## config.mk

```make
export PLATFORM = sky130hd
export DESIGN_NAME = spi_slave_if
export DESIGN_NICKNAME = d
export VERILOG_FILES = /design/src/rtl/spi_slave_if.sv
export SDC_FILE = /design/constraint.sdc
export NUM_CORES = 1
export LEC_CHECK = 0
export BUFFER_PORTS_ARGS = -buffer_cell sky130_fd_sc_hd__buf_4
export CAP_MARGIN = 20
export CORE_ASPECT_RATIO = 2
export CORE_MARGIN = 2
export CORE_UTILIZATION = 49
export DETAILED_ROUTE_END_ITERATION = 16
export PLACE_DENSITY = 0.72
export SLEW_MARGIN = 20
export SYNTH_ARGS = -nofsm -noshare
export SYNTH_HDL_FRONTEND = slang
export SYNTH_SLANG_ARGS = --single-unit
```

## constraint.sdc

```tcl
create_clock -name clk -period 1.65 [get_ports clk]
set_input_delay 0.0825 -clock clk [delete_from_list [all_inputs] [get_ports clk]]
set_output_delay 0.0825 -clock clk [all_outputs]
set_load 0.02 [all_outputs]
```

## src/rtl/spi_slave_if.sv

```systemverilog
// SPI slave: frames MOSI into DATA_W-bit words (rx_valid one cycle after the last bit) and shifts read data out on MISO.
// No backpressure; build with SPI_TX_TIMEOUT_EN to send all-ones read data when tx_valid never arrives.
module spi_slave_if #(
  parameter int DATA_W     = 10,
  parameter int TX_W       = 8,
  parameter int TX_TIMEOUT = 16
) (
  input  logic              clk,
  input  logic              rst_n,
  input  logic              SS_n,
  input  logic              MOSI,
  output logic              MISO,
  output logic [DATA_W-1:0] rx_data,
  output logic              rx_valid,
  input  logic [TX_W-1:0]   tx_data,
  input  logic              tx_valid
);
  localparam int CNT_W = $clog2(DATA_W + 1);
  localparam int TXC_W = $clog2(TX_W + 1);

  typedef enum logic [2:0] {IDLE, CHK_CMD, WRITE, READ_ADD, READ_DATA} state_t;

  state_t            state_q, state_d;
  logic [CNT_W-1:0]  bit_cnt_q, bit_cnt_d;
  logic [DATA_W-2:0] shift_q, shift_d;
  logic [DATA_W-1:0] rx_data_q, rx_data_d;
  logic              rx_valid_q, rx_valid_d;
  logic              miso_q, miso_d;
  logic              pend_q, pend_d;
  logic              tx_act_q, tx_act_d;
  logic              tx_done_q, tx_done_d;
  logic [TXC_W-1:0]  tx_cnt_q, tx_cnt_d;
  logic [TX_W-1:0]   tx_shift_q, tx_shift_d;
  logic              frame_done, frame_last, tx_wait, tx_timeout;
  logic [TX_W-1:0]   tx_load;

  // bit_cnt saturates at DATA_W once the frame word has been delivered
  assign frame_done = (bit_cnt_q == CNT_W'(DATA_W));
  assign frame_last = (bit_cnt_q == CNT_W'(DATA_W - 1));
  assign tx_wait    = (state_q == READ_DATA) && frame_done && !tx_act_q && !tx_done_q;
  assign tx_load    = tx_valid ? tx_data : '1;

`ifdef SPI_TX_TIMEOUT_EN
  localparam int TO_W = $clog2(TX_TIMEOUT + 1);
  logic [TO_W-1:0] to_cnt_q, to_cnt_d;

  assign tx_timeout = (to_cnt_q == TO_W'(TX_TIMEOUT - 1));

  always_comb begin
    to_cnt_d = to_cnt_q;
    if (!frame_done) begin
      to_cnt_d = '0;
    end else if (tx_wait && !tx_valid && !tx_timeout) begin
      to_cnt_d = to_cnt_q + TO_W'(1);
    end
  end

  always_ff @(posedge clk) begin
    if (!rst_n) to_cnt_q <= '0;
    else        to_cnt_q <= to_cnt_d;
  end
`else
  assign tx_timeout = 1'b0 && (TX_TIMEOUT > 0);
`endif

  always_comb begin
    state_d    = state_q;
    bit_cnt_d  = bit_cnt_q;
    shift_d    = shift_q;
    rx_data_d  = rx_data_q;
    rx_valid_d = 1'b0;
    miso_d     = miso_q;
    pend_d     = pend_q;
    tx_act_d   = tx_act_q;
    tx_done_d  = tx_done_q;
    tx_cnt_d   = tx_cnt_q;
    tx_shift_d = tx_shift_q;
    case (state_q)
      IDLE: begin
        miso_d    = 1'b0;
        bit_cnt_d = '0;
        tx_act_d  = 1'b0;
        tx_done_d = 1'b0;
        if (!SS_n) state_d = CHK_CMD;
      end
      CHK_CMD: begin
        bit_cnt_d = '0;
        if (!MOSI)       state_d = WRITE;
        else if (pend_q) state_d = READ_DATA;
        else             state_d = READ_ADD;
      end
      WRITE, READ_ADD, READ_DATA: begin
        if (!frame_done) begin
          shift_d   = {shift_q[DATA_W-3:0], MOSI};
          bit_cnt_d = bit_cnt_q + CNT_W'(1);
          if (frame_last) begin
            rx_data_d  = {shift_q, MOSI};
            rx_valid_d = 1'b1;
            if (state_q == READ_ADD) pend_d = 1'b1;
          end
        end else if (tx_act_q) begin
          if (tx_cnt_q == TXC_W'(TX_W)) begin
            miso_d    = 1'b0;
            tx_act_d  = 1'b0;
            tx_done_d = 1'b1;
            pend_d    = 1'b0;
          end else begin
            miso_d     = tx_shift_q[TX_W-1];
            tx_shift_d = tx_shift_q << 1;
            tx_cnt_d   = tx_cnt_q + TXC_W'(1);
          end
        end else if (tx_wait && (tx_valid || tx_timeout)) begin
          miso_d     = tx_load[TX_W-1];
          tx_shift_d = tx_load << 1;
          tx_cnt_d   = TXC_W'(1);
          tx_act_d   = 1'b1;
        end
      end
      default: state_d = IDLE;
    endcase
    // Deselect overrides everything, including a coincident final bit
    if (state_q != IDLE && SS_n) begin
      state_d    = IDLE;
      bit_cnt_d  = '0;
      miso_d     = 1'b0;
      rx_valid_d = 1'b0;
      rx_data_d  = rx_data_q;
      pend_d     = pend_q;
      tx_act_d   = 1'b0;
      tx_done_d  = 1'b0;
    end
  end

  always_ff @(posedge clk) begin
    if (!rst_n) begin
      state_q    <= IDLE;
      bit_cnt_q  <= '0;
      shift_q    <= '0;
      rx_data_q  <= '0;
      rx_valid_q <= 1'b0;
      miso_q     <= 1'b0;
      pend_q     <= 1'b0;
      tx_act_q   <= 1'b0;
      tx_done_q  <= 1'b0;
      tx_cnt_q   <= '0;
      tx_shift_q <= '0;
    end else begin
      state_q    <= state_d;
      bit_cnt_q  <= bit_cnt_d;
      shift_q    <= shift_d;
      rx_data_q  <= rx_data_d;
      rx_valid_q <= rx_valid_d;
      miso_q     <= miso_d;
      pend_q     <= pend_d;
      tx_act_q   <= tx_act_d;
      tx_done_q  <= tx_done_d;
      tx_cnt_q   <= tx_cnt_d;
      tx_shift_q <= tx_shift_d;
    end
  end

  assign MISO     = miso_q;
  assign rx_data  = rx_data_q;
  assign rx_valid = rx_valid_q;
endmodule

```

==> results.sh <==
export IMPL_sw_frac_of_total_pct=23.02
export IMPL_layout_commonest_cell="buf_4"
export IMPL_path_clk_slew_ps=80
export IMPL_power_density_nw_per_um2=722.8
export IMPL_fmax_mhz=609.7
export IMPL_p_sw_uw=426.6
export IMPL_setup_viol=0
export IMPL_cts_root_buf="clkbuf_8"
export IMPL_hold_viol=0
export IMPL_avgSynthCellArea_sq_um=9.344
export IMPL_htreeDepth=2
export IMPL_status="finished clean"
export IMPL_power_uw=1853
export IMPL_finalNonFillerCells=308
export IMPL_min_delay_start="MOSI"
export IMPL_synthArstFlopShare_pct=0
export IMPL_slew_viol_final=0
export IMPL_clk_path_buf_depth=2
export IMPL_crit_type="reg -> reg"
export IMPL_synth_edff_count=0
export IMPL_grt_ovfl_total=0
export IMPL_ys_warn_count=0
export IMPL_synth_nets=223
export IMPL_die_w_microns=48.21
export IMPL_end_kind="flop"
export IMPL_finalInstanceArea_sq_um=2564
export IMPL_wl_per_cell_microns=14.77
export IMPL_synthFlopType="dfxtp_1"
export IMPL_grt_setup_unrepaired="yes"
export IMPL_antenna_found_initial=0
export IMPL_p_int_uw=1427
export IMPL_hold_class="in -> reg"
export IMPL_seq_power_share_pct=55.2
export IMPL_grt_usage_pct=20.95
export IMPL_drtPass1Iterations=4
export IMPL_peakVddDrop_mv=0.6350
export IMPL_cts_tree="done"
export IMPL_cellLeakagePower_uw=0.001114
export IMPL_placed_cell_area_sq_um=2315
export IMPL_initial_core_util_pct=50.36
export IMPL_crit_path_start="state_q[0]"
export IMPL_pwr_share_comb_pct=7.6
export IMPL_design_core_area_sq_um=3804
export IMPL_dpl_hpwl_microns=3137
export IMPL_timing_hold_ws_ps=75.70
export IMPL_drc_errors=0
export IMPL_synth_area_leaders="dfxtp_1 44%, mux2i_1 14%, nor2_1 4.5%"
export IMPL_die_area_sq_um=4456
export IMPL_grt_first_pass_wirelength_microns=6831
export IMPL_r2r_slack_ps=10
export IMPL_cts_made_buffers=5
export IMPL_place_inst=295
export IMPL_ant_nets=0
export IMPL_netlist_area_sq_um=1916
export IMPL_die_h_microns=92.42
export IMPL_endpoint="tx_shift_q[5]"
export IMPL_reg2reg_depth=5
export IMPL_clkLatencyLatePin_ps=290
export IMPL_synthCells=205
export IMPL_final_cell_mix="48 x buf_4, 39 x dfxtp_1, 24 x mux2i_1"
export IMPL_worstMarginPinSlew_ps=447.4
export IMPL_pwr_share_clk_pct=37.2
export IMPL_fin_nets=274
export IMPL_drive_gt1_share_pct=30.35
export IMPL_n_antenna_cell=0
export IMPL_yosysTopAreaCell="dfxtp_1"
export IMPL_critPathRequiredTime_ps=1830
export IMPL_ys_seq_elements=42
export IMPL_clock_sinks=42
export IMPL_ys_seq_area_share_pct=43.89
export IMPL_ios=25
export IMPL_gp_congestion=0.8432
export IMPL_synthToLayoutAreaGrowth_pct=33.83
export IMPL_skew_ps=9.908
export IMPL_synth_top_cell_area_share_pct=43.89
export IMPL_avgViaCountPerCell=5.519
export IMPL_rows=32
export IMPL_cp_start_kind="flop"
export IMPL_drt_total_wl_microns=4548
export IMPL_rr_endpoint="tx_shift_q[5]"
export IMPL_period_share_pct=99.40
export IMPL_max_cap_violations=0
export IMPL_worstPathArrival_ps=1820
export IMPL_route_vias_total=1700
export IMPL_path_max_fanout=5
export IMPL_worst_slew_margin_rel_pct=69.86
export IMPL_final_setup_tns_ps=0
export IMPL_io_buffers=24
export IMPL_grt_max_degree=24
export IMPL_dr_first_iter_drc_count=35
export IMPL_crit_reg2reg_launch="state_q[0]"
export IMPL_grt_pass1_vias=1644
export IMPL_fin_crit_ps=1640
export IMPL_synth_distinct_cells=45
power by group through the flow:
stage / logic (uW) / registers, uW / clock network, uW
after floorplan: 75.6 / 1050 / 0
after global placement: 135 / 1050 / 0
final: 141 / 1020 / 689
after CTS: 136 / 1020 / 710
after global routing: 155 / 1020 / 742
after detailed placement: 135 / 1050 / 0
cells in the mapped netlist (2+ instances only):
library cell,number
inv_1,9
o211ai_1,3
nor3_1,6
o221ai_1,6
or3_1,2
mux2i_1,26
a211o_1,2
a21oi_1,9
nand2_1,17
xor2_1,2
a31o_1,2
clkbuf_1,6
dfxtp_1,42
and3b_1,2
and2_1,2
o22ai_1,3
nor2b_1,2
nor2_1,23
nand4_1,2
buf_2,2
nand3_1,5
o21ai_0,4
ha_1,5
nand3b_1,2
metrics by stage:
stage / worst slack [ps] / utilization, %
6_report: 9.871 / 67.40
5_1_grt: -54.33 / 67.40
4_1_cts: 8.511 / 63.65
3_5_place_dp: -7.657 / 60.86
3_3_place_gp: 4.400 / 60.86
2_1_floorplan: 1.082 / -
how the worst min path moves through the flow:
stage | to | slack (ps) | cells after the start
floorplan | shift_q[0] | 230 | 2
global placement | rx_data[0] | 370 | 3
detailed placement | shift_q[0] | 390 | 3
CTS | shift_q[0] | 80 | 3
global route | rx_data[0] | 90 | 3
finish | shift_q[0] | 80 | 3
layer usage:
| metal | wire length, microns | track usage (%) | vias up |
|---|---|---|---|
| met3 | 160 | 5.263 | 10 |
| met5 | 0 | 0 | - |
| li1 | - | - | 839 |
| met4 | 118 | 11.49 | 0 |
| met2 | 2644 | 36.07 | 36 |
| met1 | 1624 | 20.74 | 815 |
repair_timing:
action | 4_1_cts | 5_1_grt
hold buffers | 0 | 0
endpoints found under the setup margin | 12 | 28
cloned | 0 | 2
hold endpoints to repair | 0 | 0
pin swaps | 2 | 6
resized for setup | 1 | 20
setup buffers | 1 | 2
critical path: stages, from the launching register on:
cell,delay [ps]
dfxtp_2,330
or3b_4,420
o31a_1,300
nand3b_4,210
buf_4,170
mux2i_1,100
cell families (layout without fill, tap and decap cells):
kind of cell	count (synthesis)	in the layout	synth area share [%]
buf+inv	19	70	4.441
fa+ha+maj	5	5	3.266
simple gates	72	73	19.40
compound gates	39	39	14.50
xor+xnor	2	2	0.9146
mux	26	26	13.59
flops	42	42	43.89
sequential cells by signal (all words and copies together) (netlist names), 3 cells and up:
name,count
bit_cnt_q,4
rx_data,10
shift_q,9
state_q,3
tx_cnt_q,4
tx_shift_q,7
area by class of cell:
cell class / instances / area, sq um
Fill cell: 305 / 1240
Multi-Input combinational cell: 145 / 1087
Sequential cell: 42 / 844.6
Timing Repair Buffer: 53 / 439.2
Clock buffer: 7 / 86.33
Tap cell: 51 / 63.81
Inverter: 9 / 33.78
Clock inverter: 1 / 8.758
(Power assumes the default switching activity.)
